$ cat src/rtl/change_dispenser_if.sv
// Handshake and solenoid bundle between the vend-control FSM (master)
// and the change dispenser (slave).
//   start/amount/abort : request side, driven by the vend controller
//   busy/done          : dispense status back to the vend controller
//   coin_q/coin_d/coin_n : one solenoid pulse per released coin
//   residual/dispensed : cents left undispensed / cents issued so far
interface change_dispenser_if #(
  parameter int CNT_W = 8
);
  logic             start;
  logic [CNT_W-1:0] amount;
  logic             abort;
  logic             busy;
  logic             done;
  logic             coin_q;
  logic             coin_d;
  logic             coin_n;
  logic [CNT_W-1:0] residual;
  logic [CNT_W-1:0] dispensed;

  modport master (
    output start, amount, abort,
    input  busy, done, coin_q, coin_d, coin_n, residual, dispensed
  );

  modport slave (
    input  start, amount, abort,
    output busy, done, coin_q, coin_d, coin_n, residual, dispensed
  );
endinterface

$ cat src/rtl/change_dispenser.sv
// Change-return engine: counts the owed amount down greedily in
// quarter/dime/nickel steps and fires one solenoid pulse per coin.
// Ports:
//   clk   : system clock, rising edge
//   reset : asynchronous, active-low
//   bus   : change_dispenser_if.slave (start/amount/abort in;
//           busy/done/coin_*/residual/dispensed out, all registered)
//
// state    | meaning
// ---------+-----------------------------------------------------------
// S_IDLE   | waiting for start; amount latched on acceptance
// S_SELECT | one cycle: pick largest coin <= remaining, or finish
// S_PULSE  | selected coin line high for PULSE_CYC cycles
// S_GAP    | all coin lines low for GAP_CYC cycles
// S_DONE   | one-cycle done strobe, residual published
module change_dispenser #(
  parameter int CNT_W     = 8,
  parameter int VAL_Q     = 25,
  parameter int VAL_D     = 10,
  parameter int VAL_N     = 5,
  parameter int PULSE_CYC = 4,
  parameter int GAP_CYC   = 2
) (
  input logic               clk,
  input logic               reset,
  change_dispenser_if.slave bus
);

  typedef enum logic [2:0] {S_IDLE, S_SELECT, S_PULSE, S_GAP, S_DONE} state_t;

  localparam int TMAX  = (PULSE_CYC > GAP_CYC) ? PULSE_CYC : GAP_CYC;
  localparam int TMR_W = (TMAX < 2) ? 1 : $clog2(TMAX);

  localparam logic [CNT_W-1:0] V_Q = CNT_W'(VAL_Q);
  localparam logic [CNT_W-1:0] V_D = CNT_W'(VAL_D);
  localparam logic [CNT_W-1:0] V_N = CNT_W'(VAL_N);

  // Timer holds "cycles left minus one", so it terminates on zero.
  localparam logic [TMR_W-1:0] T_PULSE = TMR_W'(PULSE_CYC - 1);
  localparam logic [TMR_W-1:0] T_GAP   = TMR_W'((GAP_CYC > 0) ? GAP_CYC - 1 : 0);

  state_t           state;
  logic [CNT_W-1:0] remaining;
  logic [TMR_W-1:0] tmr;
  logic             abort_pend;
  logic             busy_r;
  logic             done_r;
  logic             coin_q_r;
  logic             coin_d_r;
  logic             coin_n_r;
  logic [CNT_W-1:0] residual_r;
  logic [CNT_W-1:0] dispensed_r;

  always_ff @(posedge clk or negedge reset) begin
    if (!reset) begin
      state       <= S_IDLE;
      remaining   <= '0;
      tmr         <= '0;
      abort_pend  <= 1'b0;
      busy_r      <= 1'b0;
      done_r      <= 1'b0;
      coin_q_r    <= 1'b0;
      coin_d_r    <= 1'b0;
      coin_n_r    <= 1'b0;
      residual_r  <= '0;
      dispensed_r <= '0;
    end else begin
      done_r <= 1'b0;
      case (state)
        S_IDLE: begin
          // start wins over abort here; abort is meaningless in IDLE
          if (bus.start) begin
            remaining   <= bus.amount;
            dispensed_r <= '0;
            residual_r  <= '0;
            abort_pend  <= 1'b0;
            busy_r      <= 1'b1;
            state       <= S_SELECT;
          end
        end

        S_SELECT: begin
          if (bus.abort || remaining < V_N) begin
            done_r     <= 1'b1;
            residual_r <= remaining;
            state      <= S_DONE;
          end else begin
            tmr   <= T_PULSE;
            state <= S_PULSE;
            if (remaining >= V_Q) begin
              coin_q_r    <= 1'b1;
              remaining   <= remaining - V_Q;
              dispensed_r <= dispensed_r + V_Q;
            end else if (remaining >= V_D) begin
              coin_d_r    <= 1'b1;
              remaining   <= remaining - V_D;
              dispensed_r <= dispensed_r + V_D;
            end else begin
              coin_n_r    <= 1'b1;
              remaining   <= remaining - V_N;
              dispensed_r <= dispensed_r + V_N;
            end
          end
        end

        S_PULSE: begin
          if (tmr == '0) begin
            coin_q_r <= 1'b0;
            coin_d_r <= 1'b0;
            coin_n_r <= 1'b0;
            // An abort seen anywhere in the pulse lets the coin finish
            // dropping, then skips the gap.
            if (abort_pend || bus.abort) begin
              done_r     <= 1'b1;
              residual_r <= remaining;
              state      <= S_DONE;
            end else if (GAP_CYC == 0) begin
              state <= S_SELECT;
            end else begin
              tmr   <= T_GAP;
              state <= S_GAP;
            end
          end else begin
            tmr <= tmr - TMR_W'(1);
            if (bus.abort) abort_pend <= 1'b1;
          end
        end

        S_GAP: begin
          if (bus.abort) begin
            done_r     <= 1'b1;
            residual_r <= remaining;
            state      <= S_DONE;
          end else if (tmr == '0) begin
            state <= S_SELECT;
          end else begin
            tmr <= tmr - TMR_W'(1);
          end
        end

        S_DONE: begin
          busy_r <= 1'b0;
          state  <= S_IDLE;
        end

        default: state <= S_IDLE;
      endcase
    end
  end

  assign bus.busy      = busy_r;
  assign bus.done      = done_r;
  assign bus.coin_q    = coin_q_r;
  assign bus.coin_d    = coin_d_r;
  assign bus.coin_n    = coin_n_r;
  assign bus.residual  = residual_r;
  assign bus.dispensed = dispensed_r;

endmodule

$ cat src/flat_wrapper.sv
// flat-port wrapper written by rule: the top's interface ports become plain ports
module change_dispenser_flat 
#(
  parameter int CNT_W     = 8,
  parameter int VAL_Q     = 25,
  parameter int VAL_D     = 10,
  parameter int VAL_N     = 5,
  parameter int PULSE_CYC = 4,
  parameter int GAP_CYC   = 2
)
  (clk, reset, bus_start, bus_amount, bus_abort, bus_busy, bus_done, bus_coin_q, bus_coin_d, bus_coin_n, bus_residual, bus_dispensed);
  change_dispenser_if #(.CNT_W(CNT_W)) bus_i ();
  input logic clk;
  input logic reset;
  input wire logic [$bits(bus_i.start)-1:0] bus_start;
  input wire logic [$bits(bus_i.amount)-1:0] bus_amount;
  input wire logic [$bits(bus_i.abort)-1:0] bus_abort;
  output wire logic [$bits(bus_i.busy)-1:0] bus_busy;
  output wire logic [$bits(bus_i.done)-1:0] bus_done;
  output wire logic [$bits(bus_i.coin_q)-1:0] bus_coin_q;
  output wire logic [$bits(bus_i.coin_d)-1:0] bus_coin_d;
  output wire logic [$bits(bus_i.coin_n)-1:0] bus_coin_n;
  output wire logic [$bits(bus_i.residual)-1:0] bus_residual;
  output wire logic [$bits(bus_i.dispensed)-1:0] bus_dispensed;
  assign bus_i.start = bus_start;
  assign bus_i.amount = bus_amount;
  assign bus_i.abort = bus_abort;
  assign bus_busy = bus_i.busy;
  assign bus_done = bus_i.done;
  assign bus_coin_q = bus_i.coin_q;
  assign bus_coin_d = bus_i.coin_d;
  assign bus_coin_n = bus_i.coin_n;
  assign bus_residual = bus_i.residual;
  assign bus_dispensed = bus_i.dispensed;
  change_dispenser #(.CNT_W(CNT_W), .VAL_Q(VAL_Q), .VAL_D(VAL_D), .VAL_N(VAL_N), .PULSE_CYC(PULSE_CYC), .GAP_CYC(GAP_CYC)) u_core (.clk(clk), .reset(reset), .bus(bus_i));
endmodule
$ cat config.mk
export PLATFORM = sky130hd
export DESIGN_NAME = change_dispenser_flat
export DESIGN_NICKNAME = d
export VERILOG_FILES = /design/src/rtl/change_dispenser_if.sv /design/src/rtl/change_dispenser.sv /design/src/flat_wrapper.sv
export SDC_FILE = /design/constraint.sdc
export NUM_CORES = 1
export LEC_CHECK = 0
export ABC_AREA = 1
export BUFFER_PORTS_ARGS = -buffer_cell sky130_fd_sc_hd__buf_4
export CAP_MARGIN = 10
export CELL_PAD_IN_SITES_DETAIL_PLACEMENT = 2
export CELL_PAD_IN_SITES_GLOBAL_PLACEMENT = 2
export CORE_MARGIN = 2
export CORE_UTILIZATION = 35
export DETAILED_ROUTE_END_ITERATION = 8
export PLACE_DENSITY = 0.9
export SLEW_MARGIN = 10
export SYNTH_ARGS = -nofsm -noshare
export SYNTH_HDL_FRONTEND = slang
export SYNTH_SLANG_ARGS = --single-unit
$ cat constraint.sdc
create_clock -name clk -period 4.2 [get_ports clk]
set_input_delay 0.42 -clock clk [delete_from_list [all_inputs] [get_ports clk]]
set_output_delay 0.42 -clock clk [all_outputs]
set_load 0.1 [all_outputs]
==> impl_results.md <==
- Adder-cell area share of the yosys netlist: 0.05629
- Synth Cell Area: 2668 µm²
- P&R area growth vs syn: 14.59%
- Count leader, synth: nand2_1
- Tcrit/Tclk final: 0.5985
- Final WL: roughly 10,000 µm
- Sink Count: 35
- Ys async rst share: 1.000
- Wire per inst: 20.66 µm
- Post-CTS setup buffer count: 0
- Total negative setup slack: 0 ns
- Share of cells above drive strength 1: 0.1932
- CTS clk-pin slew, worst paths: 0.09 ns
- Core area: 7331 µm²
- Crit Path Category: register to register
- Layout net count: 432
- DIE HEIGHT: 91.30 µm
- DRC: 0
- #FFs+latches synth: 35
- Yosys Warn Count: 0
- Slew Viols, Final: 0
- Total grt overflow: 0
- Part of the Yosys area used for sequential elements: 0.3283
- Synth Area in Simple Gates: 0.3635
- Boundary Pins: 33
- Initial Utilization: 0.3639
- Routed Antenna Nets: 0
- Unrepaired setup endpoints after global routing: false
- DR vias: 2,680
- Worst setup SP type: register
- Worst endpoint required time: 4.38 ns
- Layout Utilization: 0.4170
- Fmax: 397.8 MHz
- N_diodes: 0
- # port buffers: 32
- Worst clock skew: 0.006669 ns
- Post-synth top cells: nand2_1, inv_1, dfrtp_1
- Status: finished clean
- First-pass GRT wire length: about 17,000 µm
- Yosys top cell by area: dfrtp_1
- CP max FO: 15
- Die X: 91.30 µm
- Clock Tree Buf Depth: 2
- Total of max-cap violations: 0
- Largest family of logic cells by synthesized area: simple AND/OR/NAND/NOR gates
- Hpwl dp: 7244 µm
- Min cycle time layout: 2.514 ns
- Drt first pass iters: 4
- CP endpoint kind: register
- Share of the synthesized area in the top cell type: 0.3283
- Post-Syn Nets: 401
- Critical Path AT: 2.70 ns
- # setup viols final: 0
- CTS Hold Bufs: 0
- Complex-gate fraction of the synthesized area: 0.1135
- Vias in the first global route: 3,042
- Post-synth EDFFs: 0
- Mux contribution to synthesized area: 0
- Largest net degree at the start of global routing: 36
- CTS H-tree lvls: 2
- Post-CTS resize count: 0
- Die area: about 8300 µm²
- Num rows: 31
- Slew @ Worst Pin: 0.7641 ns
- Ys flop type: dfrtp_1
- Initial DRC count: around 130
- Root Buffer: clkbuf_8
- Clk_lat worst skew: 0.30 ns
- Initial antenna violation count: 0
- Worst slew margin: 0.4890
- Cells after synthesis: 377
- Worst hold path type: primary input to async pin
- Hold Fails Final Rpt: 0
- Vias/cell: roughly 5.3
- Netlist cell types: 35
- Mean Syn Cell Area: 7.076 µm²
- CTS Buf Count: 5
- CTS tree: built
- GRT Util Overall: 0.2668
- Synth Area in XOR/XNOR: 0.04597
- GP Congestion: between 0.8 and 0.9
- Top cells by area, synth: dfrtp_1, nand2_1, ha_1
## sequential cells by signal (all words and copies together) (netlist names), 2 cells and up
signal / flops
u_core.bus.dispensed: 8
u_core.bus.residual: 8
u_core.remaining: 8
u_core.state: 3
u_core.tmr: 2
## kinds of logic after synthesis
family                     count (synthesis)
and+or+nand+nor                          207
buffers and inverters                     56
AOI/OAI and AO/OA                         53
DFF                                       35
xor gates and xnor gates                  14
adders and majority gates                 12
## per-stage QoR
stage          std cells  instance area, µm²  hold slack [ns]  worst slack (ns)
5_1_grt              508                3057           0.1063             1.524
3_3_place_gp         500                2968           0.4209             2.068
4_1_cts              508                3057          0.09872             1.706
2_1_floorplan        377                2668           0.1244             2.101
3_5_place_dp         500                2968           0.4263             1.860
6_report             508                3057          0.08443             1.686
## layer usage
layer / wire [µm] / global-route usage / vias up
li1: - / - / 1254
met1: 4539 / 0.3387 / 1351
met2: 5368 / 0.4679 / 54
met3: 351 / 0.04398 / 21
met4: 236 / 0.07197 / 0
met5: 0 / 0 / -
## worst paths after layout
path | cells after the start | endpoint | slack (ns) | start
worst max-delay path | 11 | u_core.remaining[0]$_DFFE_PN0P_ | 1.69 | u_core.remaining[1]$_DFFE_PN0P_
worst min-delay path | 1 | u_core.remaining[1]$_DFFE_PN0P_ | 0.08 | reset
worst max register to register | 11 | u_core.remaining[0]$_DFFE_PN0P_ | 1.69 | u_core.remaining[1]$_DFFE_PN0P_
worst min register to register | 2 | u_core.tmr[1]$_DFFE_PN0P_ | 0.52 | u_core.tmr[1]$_DFFE_PN0P_
max in group asynchronous | 1 | u_core.remaining[6]$_DFFE_PN0P_ | 3.76 | reset
min in group clk | 3 | u_core.remaining[6]$_DFFE_PN0P_ | 0.36 | bus_amount[6]
## critical path: stages, from the launching register on
cell and delay [ns]:
dfrtp_1 0.49, inv_1 0.24, ha_1 0.25, nand2_1 0.14
nand2_1 0.14, nand3_2 0.10, nor2_4 0.36, inv_2 0.22
o21ai_2 0.19, nor2_2 0.09, nand2_1 0.09, nand3_1 0.07
## placed cells by master (no fill, tap or decap), types with 2 or more instances in the layout
cell type	n
ha_1	12
inv_2	10
nand2_1	115
clkbuf_8	5
nor2_4	3
a22oi_1	3
o21ai_0	20
o21ai_1	7
nand3_2	2
nand2_4	5
nor2_2	3
dfrtp_1	35
clkinvlp_4	2
nor2_1	33
buf_4	32
nand2_2	7
xor2_1	13
a21oi_1	15
o211ai_1	3
nand3_1	30
nand4_1	3
inv_1	37
## final cells by class
class,instances,area [µm²]
fillers,880,4274
multi-input cells,286,1545
flip-flops and latches,35,875.8
repair buffers,32,240.2
inverters,48,182.7
well taps,99,123.9
clock buffers,5,68.82
clock inverters,3,20.02
Power is not shown: default switching activity piles up to over one toggle a cycle in this logic, so the estimate is an artifact.
